<file path="src/rtl/spi_master_arbiter.sv">
// ---------------------------------------------------------------------------
// spi_master_arbiter
//
// Purpose:
//   This block lets N_REQ requesters share one spi_logic_master, one transfer
//   at a time, with round-robin grants. For each grant it does the following:
//     - loads the bitrate, TX word and control word into the master
//       registers,
//     - pulses the start bit for START_HOLD cycles,
//     - waits for a rising edge of IRQ_SPI,
//     - returns SPI_DATA_IN to the owner with a one-cycle rsp_valid pulse.
//
// Ports:
//   clk_cpu       system clock, rising edge
//   rst           asynchronous active-high reset
//   req_valid     per-requester request level
//   req_data      32-bit TX word per requester (slice i = requester i)
//   req_ctrl      9-bit control word per requester (bit 1 ignored)
//   req_bitrate   32-bit bitrate divisor per requester
//   grant         one-hot current owner, 0 when idle
//   rsp_valid     one-cycle completion pulse to the owner
//   rsp_data      received word, qualified by rsp_valid
//   rsp_err       timeout flag, qualified by rsp_valid
//   SPI_BITRATE   bitrate register of the master
//   SPI_DATA_OUT  TX data register of the master
//   SPI_CTRL      control register of the master (bit 1 = start)
//   SPI_DATA_IN   RX data from the master
//   IRQ_SPI       completion level from the master
//
// Build option:
//   SPI_ARB_TIMEOUT_EN - adds a WAIT watchdog of TIMEOUT_CYCLES cycles.
//   When the watchdog expires, the transfer completes with rsp_err=1 and
//   rsp_data=0.
//
// All outputs are registered from the current state. This is why the grant
// and the SETUP register values appear one edge after the FSM enters SETUP.
// ---------------------------------------------------------------------------
module spi_master_arbiter #(
  parameter int N_REQ          = 4,
  parameter int START_HOLD     = 2,
  parameter int TIMEOUT_CYCLES = 4096
) (
  input  logic                  clk_cpu,
  input  logic                  rst,
  input  logic [N_REQ-1:0]      req_valid,
  input  logic [32*N_REQ-1:0]   req_data,
  input  logic [9*N_REQ-1:0]    req_ctrl,
  input  logic [32*N_REQ-1:0]   req_bitrate,
  output logic [N_REQ-1:0]      grant,
  output logic [N_REQ-1:0]      rsp_valid,
  output logic [31:0]           rsp_data,
  output logic                  rsp_err,
  output logic [31:0]           SPI_BITRATE,
  output logic [31:0]           SPI_DATA_OUT,
  output logic [8:0]            SPI_CTRL,
  input  logic [31:0]           SPI_DATA_IN,
  input  logic                  IRQ_SPI
);

  localparam int PW = $clog2(N_REQ);
  localparam int HW = $clog2(START_HOLD + 1);
  localparam logic [PW:0]   N_W       = (PW+1)'(N_REQ);
  localparam logic [PW-1:0] LAST_IDX  = PW'(N_REQ - 1);
  localparam logic [HW-1:0] HOLD_LAST = HW'(START_HOLD - 1);
  localparam logic [8:0]    START_BIT = 9'b000000010;

  typedef enum logic [2:0] {S_IDLE, S_SETUP, S_START, S_WAIT, S_DONE} state_t;

  state_t            state_q, state_d;
  logic [PW-1:0]     gsel_q, gsel_d;
  logic [PW-1:0]     rr_ptr_q, rr_ptr_d;
  logic [HW-1:0]     hold_q, hold_d;
  logic              irq_q, irq_d;
  logic              err_q, err_d;
  logic [N_REQ-1:0]  grant_q, grant_d;
  logic [N_REQ-1:0]  rsp_valid_q, rsp_valid_d;
  logic [31:0]       rsp_data_q, rsp_data_d;
  logic              rsp_err_q, rsp_err_d;
  logic [31:0]       br_q, br_d;
  logic [31:0]       dout_q, dout_d;
  logic [8:0]        ctrl_q, ctrl_d;

`ifdef SPI_ARB_TIMEOUT_EN
  localparam int TW = $clog2(TIMEOUT_CYCLES + 1);
  localparam logic [TW-1:0] TMO_LAST = TW'(TIMEOUT_CYCLES - 1);
  logic [TW-1:0]     tmo_q, tmo_d;
`else
  logic              unused_tmo;
  assign unused_tmo = (TIMEOUT_CYCLES != 0);
`endif

  // Unpack the flat request buses into per-requester slices.
  logic [31:0] data_s [N_REQ];
  logic [31:0] br_s   [N_REQ];
  logic [8:0]  ctrl_s [N_REQ];

  genvar gi;
  generate
    for (gi = 0; gi < N_REQ; gi++) begin : g_slice
      assign data_s[gi] = req_data[gi*32 +: 32];
      assign br_s[gi]   = req_bitrate[gi*32 +: 32];
      assign ctrl_s[gi] = req_ctrl[gi*9 +: 9];
    end
  endgenerate

  logic [N_REQ-1:0] gsel_onehot;
  assign gsel_onehot = {{(N_REQ-1){1'b0}}, 1'b1} << gsel_q;

  // Round-robin pick: first set request at or after rr_ptr, with wrap-around.
  logic          pick_found;
  logic [PW-1:0] pick_idx;
  logic [PW:0]   cand;

  always_comb begin
    pick_found = 1'b0;
    pick_idx   = '0;
    cand       = '0;
    for (int k = 0; k < N_REQ; k++) begin
      cand = {1'b0, rr_ptr_q} + (PW+1)'(k);
      if (cand >= N_W) cand = cand - N_W;
      if (!pick_found && req_valid[cand[PW-1:0]]) begin
        pick_found = 1'b1;
        pick_idx   = cand[PW-1:0];
      end
    end
  end

  always_comb begin
    state_d     = state_q;
    gsel_d      = gsel_q;
    rr_ptr_d    = rr_ptr_q;
    hold_d      = hold_q;
    irq_d       = IRQ_SPI;
    err_d       = err_q;
    grant_d     = grant_q;
    rsp_valid_d = '0;
    rsp_data_d  = rsp_data_q;
    rsp_err_d   = rsp_err_q;
    br_d        = br_q;
    dout_d      = dout_q;
    ctrl_d      = ctrl_q;
`ifdef SPI_ARB_TIMEOUT_EN
    tmo_d       = tmo_q;
`endif
    unique case (state_q)
      S_IDLE: begin
        grant_d = '0;
        ctrl_d  = '0;
        err_d   = 1'b0;
        if (pick_found) begin
          gsel_d  = pick_idx;
          state_d = S_SETUP;
        end
      end
      S_SETUP: begin
        // The granted requester's inputs are sampled only here. After this
        // point, the master registers hold their values on their own.
        grant_d = gsel_onehot;
        br_d    = br_s[gsel_q];
        dout_d  = data_s[gsel_q];
        ctrl_d  = ctrl_s[gsel_q] & ~START_BIT;
        hold_d  = '0;
        state_d = S_START;
      end
      S_START: begin
        ctrl_d = ctrl_q | START_BIT;
        if (hold_q == HOLD_LAST) begin
          state_d = S_WAIT;
`ifdef SPI_ARB_TIMEOUT_EN
          tmo_d   = '0;
`endif
        end else begin
          hold_d = hold_q + 1'b1;
        end
      end
      S_WAIT: begin
        ctrl_d = ctrl_q & ~START_BIT;
        // Edge detect, so that an IRQ level left over from an earlier
        // transfer cannot complete this one.
        if (IRQ_SPI && !irq_q) begin
          state_d = S_DONE;
        end
`ifdef SPI_ARB_TIMEOUT_EN
        else if (tmo_q == TMO_LAST) begin
          state_d = S_DONE;
          err_d   = 1'b1;
        end else begin
          tmo_d = tmo_q + 1'b1;
        end
`endif
      end
      S_DONE: begin
        grant_d     = '0;
        ctrl_d      = '0;
        rsp_valid_d = gsel_onehot;
        rsp_data_d  = err_q ? 32'd0 : SPI_DATA_IN;
        rsp_err_d   = err_q;
        rr_ptr_d    = (gsel_q == LAST_IDX) ? '0 : gsel_q + 1'b1;
        state_d     = S_IDLE;
      end
      default: state_d = S_IDLE;
    endcase
  end

  always_ff @(posedge clk_cpu or posedge rst) begin
    if (rst) begin
      state_q     <= S_IDLE;
      gsel_q      <= '0;
      rr_ptr_q    <= '0;
      hold_q      <= '0;
      irq_q       <= 1'b0;
      err_q       <= 1'b0;
      grant_q     <= '0;
      rsp_valid_q <= '0;
      rsp_data_q  <= '0;
      rsp_err_q   <= 1'b0;
      br_q        <= '0;
      dout_q      <= '0;
      ctrl_q      <= '0;
`ifdef SPI_ARB_TIMEOUT_EN
      tmo_q       <= '0;
`endif
    end else begin
      state_q     <= state_d;
      gsel_q      <= gsel_d;
      rr_ptr_q    <= rr_ptr_d;
      hold_q      <= hold_d;
      irq_q       <= irq_d;
      err_q       <= err_d;
      grant_q     <= grant_d;
      rsp_valid_q <= rsp_valid_d;
      rsp_data_q  <= rsp_data_d;
      rsp_err_q   <= rsp_err_d;
      br_q        <= br_d;
      dout_q      <= dout_d;
      ctrl_q      <= ctrl_d;
`ifdef SPI_ARB_TIMEOUT_EN
      tmo_q       <= tmo_d;
`endif
    end
  end

  assign grant        = grant_q;
  assign rsp_valid    = rsp_valid_q;
  assign rsp_data     = rsp_data_q;
  assign rsp_err      = rsp_err_q;
  assign SPI_BITRATE  = br_q;
  assign SPI_DATA_OUT = dout_q;
  assign SPI_CTRL     = ctrl_q;

endmodule

</file>
<file path="config.mk">
export PLATFORM = sky130hd
export DESIGN_NAME = spi_master_arbiter
export DESIGN_NICKNAME = d
export VERILOG_FILES = /design/src/rtl/spi_master_arbiter.sv
export SDC_FILE = /design/constraint.sdc
export NUM_CORES = 1
export LEC_CHECK = 0
export BUFFER_PORTS_ARGS = -buffer_cell sky130_fd_sc_hd__buf_2
export CAP_MARGIN = 20
export CORE_AREA = 2 2 171 173
export DETAILED_ROUTE_END_ITERATION = 10
export DIE_AREA = 0 0 173 175
export GPL_ROUTABILITY_DRIVEN = 0
export MAX_ROUTING_LAYER = met4
export PLACE_DENSITY = 0.47
export RECOVER_POWER = 50
export SETUP_SLACK_MARGIN = 0.2
export SLEW_MARGIN = 10
export SYNTH_ARGS = -nofsm -noshare
export SYNTH_HDL_FRONTEND = slang
export SYNTH_SLANG_ARGS = --single-unit
</file>
<file path="constraint.sdc">
create_clock -name clk_cpu -period 5 [get_ports clk_cpu]
set_input_delay 0.5 -clock clk_cpu [delete_from_list [all_inputs] [get_ports clk_cpu]]
set_output_delay 0.5 -clock clk_cpu [all_outputs]
set_load 0.01 [all_outputs]
</file>
After elaboration in Yosys (flattened, before gate mapping)
Index checks and enable logic that the tools add are counted.
{"block": "word_totals", "input_bits": 331, "out_inout_bits": 114, "wordCells": 100, "reg_bits": 123}
{"block": "classes", "reduce_logical": 17, "n_mux": 39, "n_eq_ne": 10, "bitwise": 3, "add_sub_neg": 9, "n_shift": 1, "order_cmp": 9}
{"cell": "$bmux W32 S2", "n": 2}
{"cell": "$mux W32", "n": 4}
{"cell": "$pmux W9 S4", "n": 1}
{"cell": "$mux W2", "n": 10}
{"cell": "$bmux W9 S2", "n": 1}
{"cell": "$mux W9", "n": 2}
{"cell": "$ge A3 B3 Y1 const B", "n": 4}
{"cell": "$lt A2 B3 Y1 const B", "n": 4}
{"cell": "$pmux W3 S4", "n": 1}
{"cell": "$mux W3", "n": 3}
{"cell": "$bmux W1 S2", "n": 4}
{"cell": "$mux W1", "n": 8}
{"cell": "$ne A2 B2 Y1 const B", "n": 4}
{"cell": "$pmux W4 S2", "n": 1}
{"cell": "$sub A2 B1 Y2 const B", "n": 4}
{"cell": "$add A2 B2 Y3 const B", "n": 2}
{"cell": "$eq A3 B2 Y1 const B", "n": 2}
{"cell": "$reduce_and A3 Y1", "n": 2}
{"cell": "$add A2 B1 Y2 const B", "n": 2}
{"cell": "$logic_and A1 B1 Y1", "n": 4}
{"cell": "$logic_not A1 Y1", "n": 4}
{"cell": "$mux W4", "n": 1}
{"cell": "$pmux W2 S2", "n": 1}
{"cell": "$reduce_and A2 Y1", "n": 2}
{"cell": "13 further kinds", "n": 15}

Longest topological paths before layout
Gate-level depths: netlist (run 1).
{"block": "depth", "depth_word": 16, "depth_mapped": 5, "mapped_depth_nobuf": 5}

Least setup slack after synthesis (run 1)
Ideal clock, no wire load.
{"block": "synth_path", "path_type": "flip-flop to flip-flop", "from": "reg gsel_q[0]", "to": "reg ctrl_q[0] (netlist: SPI_CTRL[0])", "t_arrival_ns": 1.533, "synth_period_minus_slack_ns": 1.654, "t_required_ns": 4.879, "slack_ns": 3.346, "path_buffers": 2, "stages_incl_launch_ff": 5, "cell_sequence": "dfrtp_1 buf_6 buf_2 mux4_2 a22o_1"}
{"block": "synth_between", "elab_chain_cells": 5}
{"item": "start: declaration", "line": "70", "source": "logic [PW-1:0] gsel_q, gsel_d;"}
{"item": "start signal: assignment", "line": "225", "source": "gsel_q <= gsel_d;"}
{"item": "$not A2 Y3 (implied by the code)", "line": "161", "source": "ctrl_d = ctrl_s[gsel_q] & ~START_BIT;"}
{"item": "$bmux W9 S2", "line": "161"}
{"item": "$mux W9 (implied by the code) (2 in a row)", "line": "161"}
{"item": "$pmux W9 S4", "line": "145", "source": "unique case (state_q)"}
{"item": "end signal: assignment", "line": "236", "source": "ctrl_q <= ctrl_d;"}
{"item": "end: declaration", "line": "81", "source": "logic [8:0] ctrl_q, ctrl_d;"}
No other way between the ends. The select of a mux whose other input is x is not followed.
A chain may end at the register's enable or synchronous reset.

Worst setup path in the final report (run 1)
{"block": "layout_path", "from": "reg gsel_q[0]", "to": "reg dout_q[30] (netlist: SPI_DATA_OUT[30])"}
{"block": "layout_between", "elab_chain_cells": 4}
{"item": "$not A2 Y3 (implied by the code)", "line": "160", "source": "dout_d = data_s[gsel_q];"}
{"item": "$bmux W32 S2", "line": "160"}
{"item": "$mux W32 (implied by the code) (2 in a row)", "line": "160"}
{"item": "end signal: assignment", "line": "235", "source": "dout_q <= dout_d;"}
{"item": "end: declaration", "line": "80", "source": "logic [31:0] dout_q, dout_d;"}
No other way between the ends. The select of a mux whose other input is x is not followed.

==> results of run 1 <==
[logic make-up after synthesis]
logic type / after synthesis / share of synthesized area
multiplexers: 171 / 0.422
other: 1 / 0.000578
flip-flops: 123 / 0.475
AND/OR/NAND/NOR: 31 / 0.0272
buffers and inverters: 39 / 0.0343
adder cells (fa/ha/maj): 5 / 0.00965
AO/OA/AOI/OAI: 27 / 0.0320
[cells in the mapped netlist, types with 3 or more instances]
cell | number | area, µm²
buf_1 | 3 | 11.3
nand2b_1 | 4 | 25.0
mux2_2 | 97 | 1090
buf_6 | 5 | 56.3
mux4_2 | 72 | 1620
inv_1 | 7 | 26.3
ha_1 | 5 | 62.6
o21ai_0 | 4 | 20.0
a21oi_1 | 5 | 25.0
nand2_1 | 5 | 18.8
clkbuf_1 | 3 | 11.3
and3_1 | 5 | 31.3
buf_2 | 16 | 80.1
a22o_1 | 12 | 105
buf_4 | 5 | 37.5
dfrtp_1 | 123 | 3080
nor2_1 | 7 | 26.3
[routing by layer]
| metal | vias up | GRT usage | share of wire |
|---|---|---|---|
| li1 | 2441 | - | - |
| met1 | 2716 | 0.178 | 0.41 |
| met2 | 242 | 0.259 | 0.51 |
| met3 | 22 | 0.0348 | 0.059 |
| met4 | 0 | 0.0431 | 0.016 |
| met5 | - | - | 0 |
[path summary, 6_finish.rpt]
| check | startpoint | to | slack [ns] | depth (start not counted) |
|---|---|---|---|---|
| setup / recovery | gsel_q[0] | SPI_DATA_OUT[30] | 2.73 | 3 |
| hold / removal | IRQ_SPI | irq_q | 0.21 | 1 |
| setup reg to reg | gsel_q[0] | SPI_DATA_OUT[30] | 2.73 | 3 |
| hold reg to reg | rsp_data[3] | rsp_data[3] | 0.49 | 1 |
| max in group asynchronous | rst | SPI_DATA_OUT[10] | 2.92 | 3 |
| min in group asynchronous | rst | SPI_DATA_OUT[24] | 0.79 | 2 |
[stage by stage]
stage	setup slack, ns	instance area (µm²)
after global routing	2.50	9560
final	2.73	9570
after detailed placement	2.60	9050
after CTS	2.59	9620
after global placement	2.62	9050
after floorplan	1.23	6490
[layout make-up]
type | count | area, µm²
Clock buffer | 17 | 425
Tap cell | 384 | 480
Sequential cell | 123 | 3090
Inverter | 7 | 27.5
Clock inverter | 15 | 145
Multi-Input combinational cell | 235 | 3190
Timing Repair Buffer | 444 | 2200
Fill cell | 2944 | 18800
Antenna cell | 5 | 12.5
[worst max-delay path, stage by stage, from the launching register on]
cell	delay, ns
dfrtp_4	0.90
buf_12	0.37
mux4_2	0.56
mux2_2	0.27
[power by group]
part           total [µW]  leakage (µW)  switching, µW  internal [µW]
combinational        2260       0.00269            976           1280
clock                1210      0.000272            553            662
sequential           1900       0.00152            425           1470
total                5370       0.00448           1950           3420
[sequential cells by signal, indices dropped and copies added (netlist names)]
register	flops
irq_q	1
rr_ptr_q	2
SPI_DATA_OUT	32
rsp_data	32
grant	4
SPI_CTRL	9
state_q	3
gsel_q	2
SPI_BITRATE	32
rsp_valid	4
hold_q	2
==> results.json, run 1 <==
{
  "status": "finished, violations left",
  "violations": "max-capacitance violations, max-slew violations",
  "clockBufferDepth": 2,
  "rsz0062_at_grt": "no",
  "dp_hpwl_mm": 17.4,
  "area_growth_pct": 47.5,
  "critPathKind": "flip-flop to flip-flop",
  "min_period_over_period": 0.455,
  "hold-worst-slack_ns": 0.213,
  "clock_skew_ns": 0.00963,
  "worstPathRequired_ns": 5.30,
  "cts-hold-fix-buffers": 0,
  "finalNonFillerCells": 1230,
  "synth.distinct_cells": 32,
  "fp.coreArea_um2": 28400,
  "drt_first_iter_violations": 168,
  "portBuffers": 439,
  "die_width_um": 173,
  "ctsResizeCount": 0,
  "clock_sinks": 123,
  "start_util": 0.228,
  "synth-main-ff-cell": "dfrtp_1",
  "grt_pass1_vias": 5900,
  "wl_per_cell_um": 18.2,
  "viasPerCell": 4.41,
  "tightest_slew_ns": 2.66,
  "grt_max_degree": 77,
  "cp.arrival_ns": 2.57,
  "fmax_mhz": 440,
  "antenna_found_initial": 5,
  "fin_util": 0.337,
  "hold_viol": 0,
  "fin_tns_setup_ns": 0,
  "mostFrequentLayoutCells": "389 x buf_2, 121 x dfrtp_1, 97 x mux2_2",
  "cts_max_level": 4,
  "fp-row-count": 62,
  "io_pins": 445,
  "synth_seq_cells": 123,
  "clkSlewWorstSetupHoldPaths_ns": 0.07,
  "yosysWarnings": 0,
  "first_pass_iters": 4,
  "synth_edf_count": 0,
  "relSlewSlack": -0.784,
  "post_cts_buffers": 0,
  "finalCriticalPeriod_ns": 2.27,
  "clkLatencyLatePin_ns": 0.42,
  "final_common_cell": "buf_2",
  "setup_viol": 0,
  "async_flop_share": 1.00,
  "worstPathMaxFanout": 41,
  "fin_nets": 1164,
  "drc": 0,
  "drv_cap": 1,
  "syn-cell-area_um2": 6490,
  "grt_pass1_wl_mm": 34.0,
  "drive_gt1_frac": 0.715,
  "wirelength_mm": 22.4,
  "dp_cells": 1193,
  "syn_avg_cell_area_um2": 16.3,
  "drt.antenna.violating_nets": 0,
  "grt_usage": 0.151,
  "power.density_nw_per_um2": 561,
  "startpoint_type": "flip-flop",
  "num_vias": 5421,
  "tritoncts": "yes",
  "cts-buffers-inserted": 17,
  "critical_path.endpoint_type": "flip-flop",
  "die_y_um": 175,
  "die_area_um2": 30300,
  "syn_nets": 733,
  "ir_drop_uv": 212,
  "p_leak_uw": 0.00448,
  "root_buffer": "clkbuf_16",
  "finalMaxSlewViolations": 57,
  "synth_seq_area_share": 0.475,
  "synthCells": 397,
  "power.total_uw": 5370,
  "globalRouteOverflowTotal": 0,
  "min-delay-path-class": "input port to flip-flop"
}
No activity file was read; power rests on OpenSTA's default activity.
==> inputs of run 2 (changes only) <==
--- a/config.mk
+++ b/config.mk
@@ -5,14 +5,15 @@
 export SDC_FILE = /design/constraint.sdc
 export NUM_CORES = 1
 export LEC_CHECK = 0
+export ABC_AREA = 1
 export BUFFER_PORTS_ARGS = -buffer_cell sky130_fd_sc_hd__buf_2
 export CAP_MARGIN = 20
-export CORE_AREA = 2 2 171 173
+export CORE_AREA = 2 2 174 176
 export DETAILED_ROUTE_END_ITERATION = 10
-export DIE_AREA = 0 0 173 175
+export DIE_AREA = 0 0 176 178
 export GPL_ROUTABILITY_DRIVEN = 0
 export MAX_ROUTING_LAYER = met4
-export PLACE_DENSITY = 0.47
+export PLACE_DENSITY = 0.48
 export RECOVER_POWER = 50
 export SETUP_SLACK_MARGIN = 0.2
 export SLEW_MARGIN = 10
==> constraint.sdc (replaced) <==
create_clock -name clk_cpu -period 2.1 [get_ports clk_cpu]
set_input_delay 0.21 -clock clk_cpu [delete_from_list [all_inputs] [get_ports clk_cpu]]
set_output_delay 0.21 -clock clk_cpu [all_outputs]
set_load 0.01 [all_outputs]
==> results.json, run 2 <==
{
  "status": "complete, no violations",
  "min_period_over_period": 0.807,
  "clock_sinks": 123,
  "post_cts_buffers": 0,
  "die_area_um2": 31300,
  "comb_power_share": 0.503,
  "netlist.area_leader.share": 0.443,
  "die_y_um": 178,
  "critPathKind": "input port to async pin",
  "grt_usage": 0.185,
  "cp_cell_sequence": "dlygate4sd3_1, clkbuf_1, clkinvlp_2, clkbuf_4",
  "critical_path.endpoint_type": "async pin",
  "fmax_mhz": 590,
  "dp_hpwl_mm": 21.1,
  "critPathSlowestCell": "clkbuf_4",
  "rsz0062_at_grt": "no",
  "synth.distinct_cells": 28,
  "setup_viol": 0,
  "worstPathMaxFanout": 59,
  "num_vias": 8139,
  "drc": 0,
  "drt.antenna.violating_nets": 0,
  "clockBufferDepth": 2,
  "switching_share": 0.447,
  "io_pins": 445,
  "yosysWarnings": 0,
  "syn_avg_cell_area_um2": 7.02,
  "globalRouteOverflowTotal": 0,
  "viasPerCell": 4.44,
  "drive_gt1_frac": 0.320,
  "mostFrequentLayoutCells": "383 x buf_2, 348 x nor2_1, 147 x nand2_1",
  "critPathMaxStageDelay_ns": 0.78,
  "pwr-share-seq": 0.285,
  "start_util": 0.236,
  "tightest_slew_ns": 0.842,
  "nFillCells": 3206,
  "power.density_nw_per_um2": 1410,
  "worstPathRequired_ns": 2.55,
  "die_width_um": 176,
  "root_buffer": "clkbuf_16",
  "ctsResizeCount": 0,
  "clock_skew_ns": 0.0113,
  "clkLatencyLatePin_ns": 0.43,
  "wl_per_cell_um": 15.8,
  "final_common_cell": "buf_2",
  "async_flop_share": 1.00,
  "p_sw_uw": 6550,
  "fin_util": 0.353,
  "portBuffers": 439,
  "first_pass_iters": 5,
  "clock_power_share": 0.212,
  "grt_pass1_wl_mm": 43.3,
  "area_growth_pct": 49.7,
  "synth_seq_cells": 123,
  "grt_pass1_vias": 7914,
  "syn_nets": 1325,
  "syn-cell-area_um2": 6940,
  "grt_max_degree": 79,
  "antenna_found_initial": 4,
  "synth-main-ff-cell": "dfrtp_1",
  "tritoncts": "yes",
  "clkSlewWorstSetupHoldPaths_ns": 0.06,
  "fin_nets": 1761,
  "hold-worst-slack_ns": 0.0219,
  "synth_seq_area_share": 0.443,
  "cts-buffers-inserted": 17,
  "relSlewSlack": 0.439,
  "netlist_top_cells_count": "348 x nor2_1, 147 x nand2_1, 134 x o21ai_0",
  "drv_cap": 0,
  "fp-row-count": 63,
  "cts_max_level": 4,
  "drt_first_iter_violations": 495,
  "setup_ws_ns": 0.406,
  "synth_edf_count": 0,
  "yosysMostFrequentCell": "nor2_1",
  "synth.largest_area_cell": "dfrtp_1",
  "fp.coreArea_um2": 29400,
  "p_leak_uw": 0.00510,
  "cp.arrival_ns": 2.14,
  "synthCells": 989,
  "min-delay-path-class": "input port to flip-flop",
  "wirelength_mm": 28.9,
  "dp_cells": 1765,
  "finalCriticalPeriod_ns": 1.69,
  "synth.area.top_cells": "dfrtp_1 44%, nor2_1 19%, o21ai_0 9.7%",
  "pre_cts_ws_ns": 0.403,
  "finalNonFillerCells": 1832,
  "finalMaxSlewViolations": 0,
  "fin_tns_setup_ns": 0,
  "hold_viol": 0,
  "p_int_uw": 8090,
  "ir_drop_uv": 596,
  "startpoint_type": "input port"
}
## run 2: repair_timing
action / in CTS / in global routing
endpoints found under the setup margin: 0 / 0
endpoints found under the hold margin: 43 / 0
hold buffers: 31 / 0
## run 2: path summary, 6_finish.rpt
path	start	end	slack (ns)	depth (start not counted)
max in group clk_cpu	rr_ptr_q[0]	state_q[0]	0.46	9
hold / removal	SPI_DATA_IN[3]	rsp_data[3]	0.02	3
setup / recovery	rst	SPI_DATA_OUT[17]	0.41	4
hold reg to reg	rsp_data[10]	rsp_data[10]	0.47	2
min in group asynchronous	rst	SPI_DATA_OUT[1]	0.40	3
setup reg to reg	rr_ptr_q[0]	state_q[0]	0.46	9
## run 2: cell type report
class,count,area (µm²),area share
timing repair buffer,489,2680,0.258
multi-input combinational,772,3430,0.330
clock buffer,19,443,0.0426
antenna,4,10.0,0.000963
tap,390,488,0.0470
clock inverter,13,168,0.0161
inverter,22,86.3,0.00831
sequential,123,3080,0.297
## run 2: kinds of logic (layout without fill, tap and decap cells)
group,Yosys count,in the layout,synth area share
AND/OR/NAND/NOR,534,534,0.303
adder cells (fa/ha/maj),5,5,0.00901
AO/OA/AOI/OAI,232,232,0.181
flip-flops,123,123,0.443
other,1,5,0.000540
buffers and inverters,94,543,0.0627
## run 2: per-stage QoR
stage | power [µW] | area [µm²]
after floorplan | 8880 | 6950
after global placement | 11700 | 9560
after CTS | 15000 | 10500
after global routing | 16000 | 10400
final | 14600 | 10400
after detailed placement | 11800 | 9560
## run 2: critical path, delay by kind of cell
kind / cells / cell delay (ns)
buf+inv: 4 / 1.84
## run 2: layer usage
| layer | vias up | wire (µm) | track usage |
|---|---|---|---|
| li1 | 4113 | - | - |
| met1 | 3679 | 12100 | 0.219 |
| met2 | 314 | 14300 | 0.308 |
| met3 | 33 | 2040 | 0.0431 |
| met4 | 0 | 522 | 0.0654 |
| met5 | - | 0 | - |
## run 2: power groups by stage
| stage | Sequential (µW) | Clock, µW | Combinational [µW] |
|---|---|---|---|
| after floorplan | 4510 | 0 | 4380 |
| after detailed placement | 4180 | 0 | 7580 |
| after CTS | 4160 | 3210 | 7630 |
| after global placement | 4160 | 0 | 7540 |
| after global routing | 4330 | 3320 | 8380 |
| final | 4160 | 3110 | 7360 |
==> inputs of run 3 (changes only) <==
--- a/config.mk
+++ b/config.mk
@@ -5,15 +5,15 @@
 export SDC_FILE = /design/constraint.sdc
 export NUM_CORES = 1
 export LEC_CHECK = 0
-export ABC_AREA = 1
+export ABC_AREA = 0
 export BUFFER_PORTS_ARGS = -buffer_cell sky130_fd_sc_hd__buf_2
 export CAP_MARGIN = 20
-export CORE_AREA = 2 2 174 176
+export CORE_AREA = 2 2 171 173
 export DETAILED_ROUTE_END_ITERATION = 10
-export DIE_AREA = 0 0 176 178
+export DIE_AREA = 0 0 173 175
 export GPL_ROUTABILITY_DRIVEN = 0
 export MAX_ROUTING_LAYER = met4
-export PLACE_DENSITY = 0.48
+export PLACE_DENSITY = 0.47
 export RECOVER_POWER = 50
 export SETUP_SLACK_MARGIN = 0.2
 export SLEW_MARGIN = 10
==> constraint.sdc (replaced) <==
create_clock -name clk_cpu -period 1.6 [get_ports clk_cpu]
set_input_delay 0.16 -clock clk_cpu [delete_from_list [all_inputs] [get_ports clk_cpu]]
set_output_delay 0.16 -clock clk_cpu [all_outputs]
set_load 0.01 [all_outputs]
==> results.json, run 3 (synthesis gave the netlist of run 1 again) <==
{
  "status": "finished, violations left",
  "violations": "negative setup slack",
  "clkLatencyLatePin_ns": 0.42,
  "clock_power_share": 0.201,
  "grt_pass1_vias": 6455,
  "root_buffer": "clkbuf_16",
  "worstPathMaxFanout": 6,
  "grt_use_met3": 0.0405,
  "antenna_found_initial": 1,
  "tritoncts": "yes",
  "cts-buffers-inserted": 17,
  "comb_power_share": 0.510,
  "clkSlewWorstSetupHoldPaths_ns": 0.06,
  "setup_viol": 58,
  "fin_nets": 1243,
  "holdPathStages": 3,
  "die_width_um": 173,
  "grt_max_degree": 31,
  "area_growth_pct": 70.3,
  "finalCriticalPeriod_ns": 1.68,
  "min-delay-path-class": "input port to flip-flop",
  "drt_first_iter_violations": 196,
  "num_vias": 5810,
  "die_area_um2": 30300,
  "p_sw_uw": 6600,
  "setup_ws_ns": -0.0792,
  "clock_skew_ns": 0.0130,
  "hold_viol": 0,
  "rr_worst_depth": 4,
  "worstPathRequired_ns": 1.90,
  "multi_input_area_um2": 3560,
  "drive_gt1_frac": 0.760,
  "pwr-share-seq": 0.289,
  "cp.arrival_ns": 1.98,
  "portBuffers": 439,
  "use_met2": 0.291,
  "p_leak_uw": 0.00537,
  "tightest_slew_ns": 0.704,
  "wirelength_mm": 24.9,
  "drv_cap": 0,
  "globalRouteOverflowTotal": 0,
  "mostFrequentLayoutCells": "432 x buf_2, 119 x dfrtp_1, 84 x mux2_4",
  "rsz0062_at_grt": "yes",
  "fp.coreArea_um2": 28400,
  "grt_pass1_wl_mm": 36.9,
  "grt_usage": 0.164,
  "drt.antenna.violating_nets": 0,
  "relSlewSlack": 0.526,
  "wl_per_cell_um": 19.1,
  "switching_share": 0.342,
  "startpoint_type": "flip-flop",
  "die_y_um": 175,
  "cts_max_level": 4,
  "fp-row-count": 62,
  "fmax_mhz": 596,
  "min_period_over_period": 1.05,
  "first_pass_iters": 4,
  "io_pins": 445,
  "grt-busiest-layer": "met2",
  "clock_sinks": 123,
  "p_int_uw": 12700,
  "finalMaxSlewViolations": 0,
  "dp_hpwl_mm": 18.0,
  "nFillCells": 2771,
  "gr-usage-met1": 0.182,
  "power.density_nw_per_um2": 1750,
  "fin_tns_setup_ns": -2.67,
  "ir_drop_uv": 581,
  "final_common_cell": "buf_2",
  "viasPerCell": 4.45,
  "start_util": 0.228,
  "clockBufferDepth": 2,
  "seq_area_um2": 3090,
  "critPathKind": "flip-flop to flip-flop",
  "critical_path.endpoint_type": "flip-flop",
  "drc": 0,
  "power.total_uw": 19300
}
==> run 3: changes by cell type in the layout (fill, tap and decap cells not counted), sizes merged, moves of 64 or more <==
cell and delta:
nor2 -343, mux4 +72, nand2 -153, mux2 +98, buf +71, o21ai -154, a31oi -64
==> run 3: worst max-delay path: stages (launching register included) <==
cell     delay, ns
dfrtp_4       0.52
buf_12        0.15
buf_16        0.13
mux4_2        0.50
mux2_4        0.26
==> run 3: power groups by stage <==
stage | Clock, µW | Combinational, µW | Sequential [µW]
floorplan | 0 | 4860 | 6040
CTS | 4050 | 9540 | 5560
global placement | 0 | 8550 | 5540
finish | 3890 | 9860 | 5580
global route | 4180 | 10600 | 5800
detailed placement | 0 | 8600 | 5550
==> run 3: final timing paths <==
| path | start | endpoint | slack (ns) |
|---|---|---|---|
| hold / removal | req_valid[3] | gsel_q[0] | 0.12 |
| max in group asynchronous | rst | SPI_BITRATE[29] | 0.28 |
| hold reg to reg | SPI_BITRATE[19] | SPI_BITRATE[19] | 0.50 |
| min in group asynchronous | rst | SPI_DATA_OUT[19] | 0.30 |
| setup / recovery | gsel_q[0] | SPI_DATA_OUT[11] | -0.08 |
| setup reg to reg | gsel_q[0] | SPI_DATA_OUT[11] | -0.08 |
==> run 3: per-stage QoR <==
step | std cells | setup slack, ns | area [µm²] | hold WS [ns] | utilization
floorplan | 397 | -0.0713 | 6680 | 0.191 | -
global placement | 1215 | -0.0950 | 9550 | 0.280 | 0.336
detailed placement | 1215 | -0.104 | 9550 | 0.284 | 0.336
CTS | 1297 | -0.0997 | 10900 | 0.0921 | 0.384
global route | 1305 | -0.148 | 11000 | 0.107 | 0.389
finish | 1305 | -0.0792 | 11000 | 0.115 | 0.389
==> run 3: layer usage <==
| layer | vias to the layer above | wire length [µm] |
|---|---|---|
| met5 | - | 0 |
| met4 | 0 | 471 |
| met3 | 27 | 1560 |
| met2 | 290 | 12900 |
| met1 | 2905 | 9990 |
| li1 | 2588 | - |
==> run 3: layout make-up <==
| type | instances | share of cell area |
|---|---|---|
| inverter | 7 | 0.00295 |
| sequential | 123 | 0.280 |
| clock inverter | 13 | 0.0121 |
| antenna | 1 | 0.000227 |
| clock buffer | 19 | 0.0410 |
| tap | 384 | 0.0435 |
| timing repair buffer | 523 | 0.298 |
| multi-input combinational | 235 | 0.323 |
==> run 3: what timing repair did <==
action                                 4_1_cts  5_1_grt
pin swaps                                    2        4
endpoints found under the hold margin       46        0
resized for setup                           62       23
buffers inserted                            10        3
gates cloned                                 6        4
hold buffers                                34        0
setup endpoints to repair                  109      115
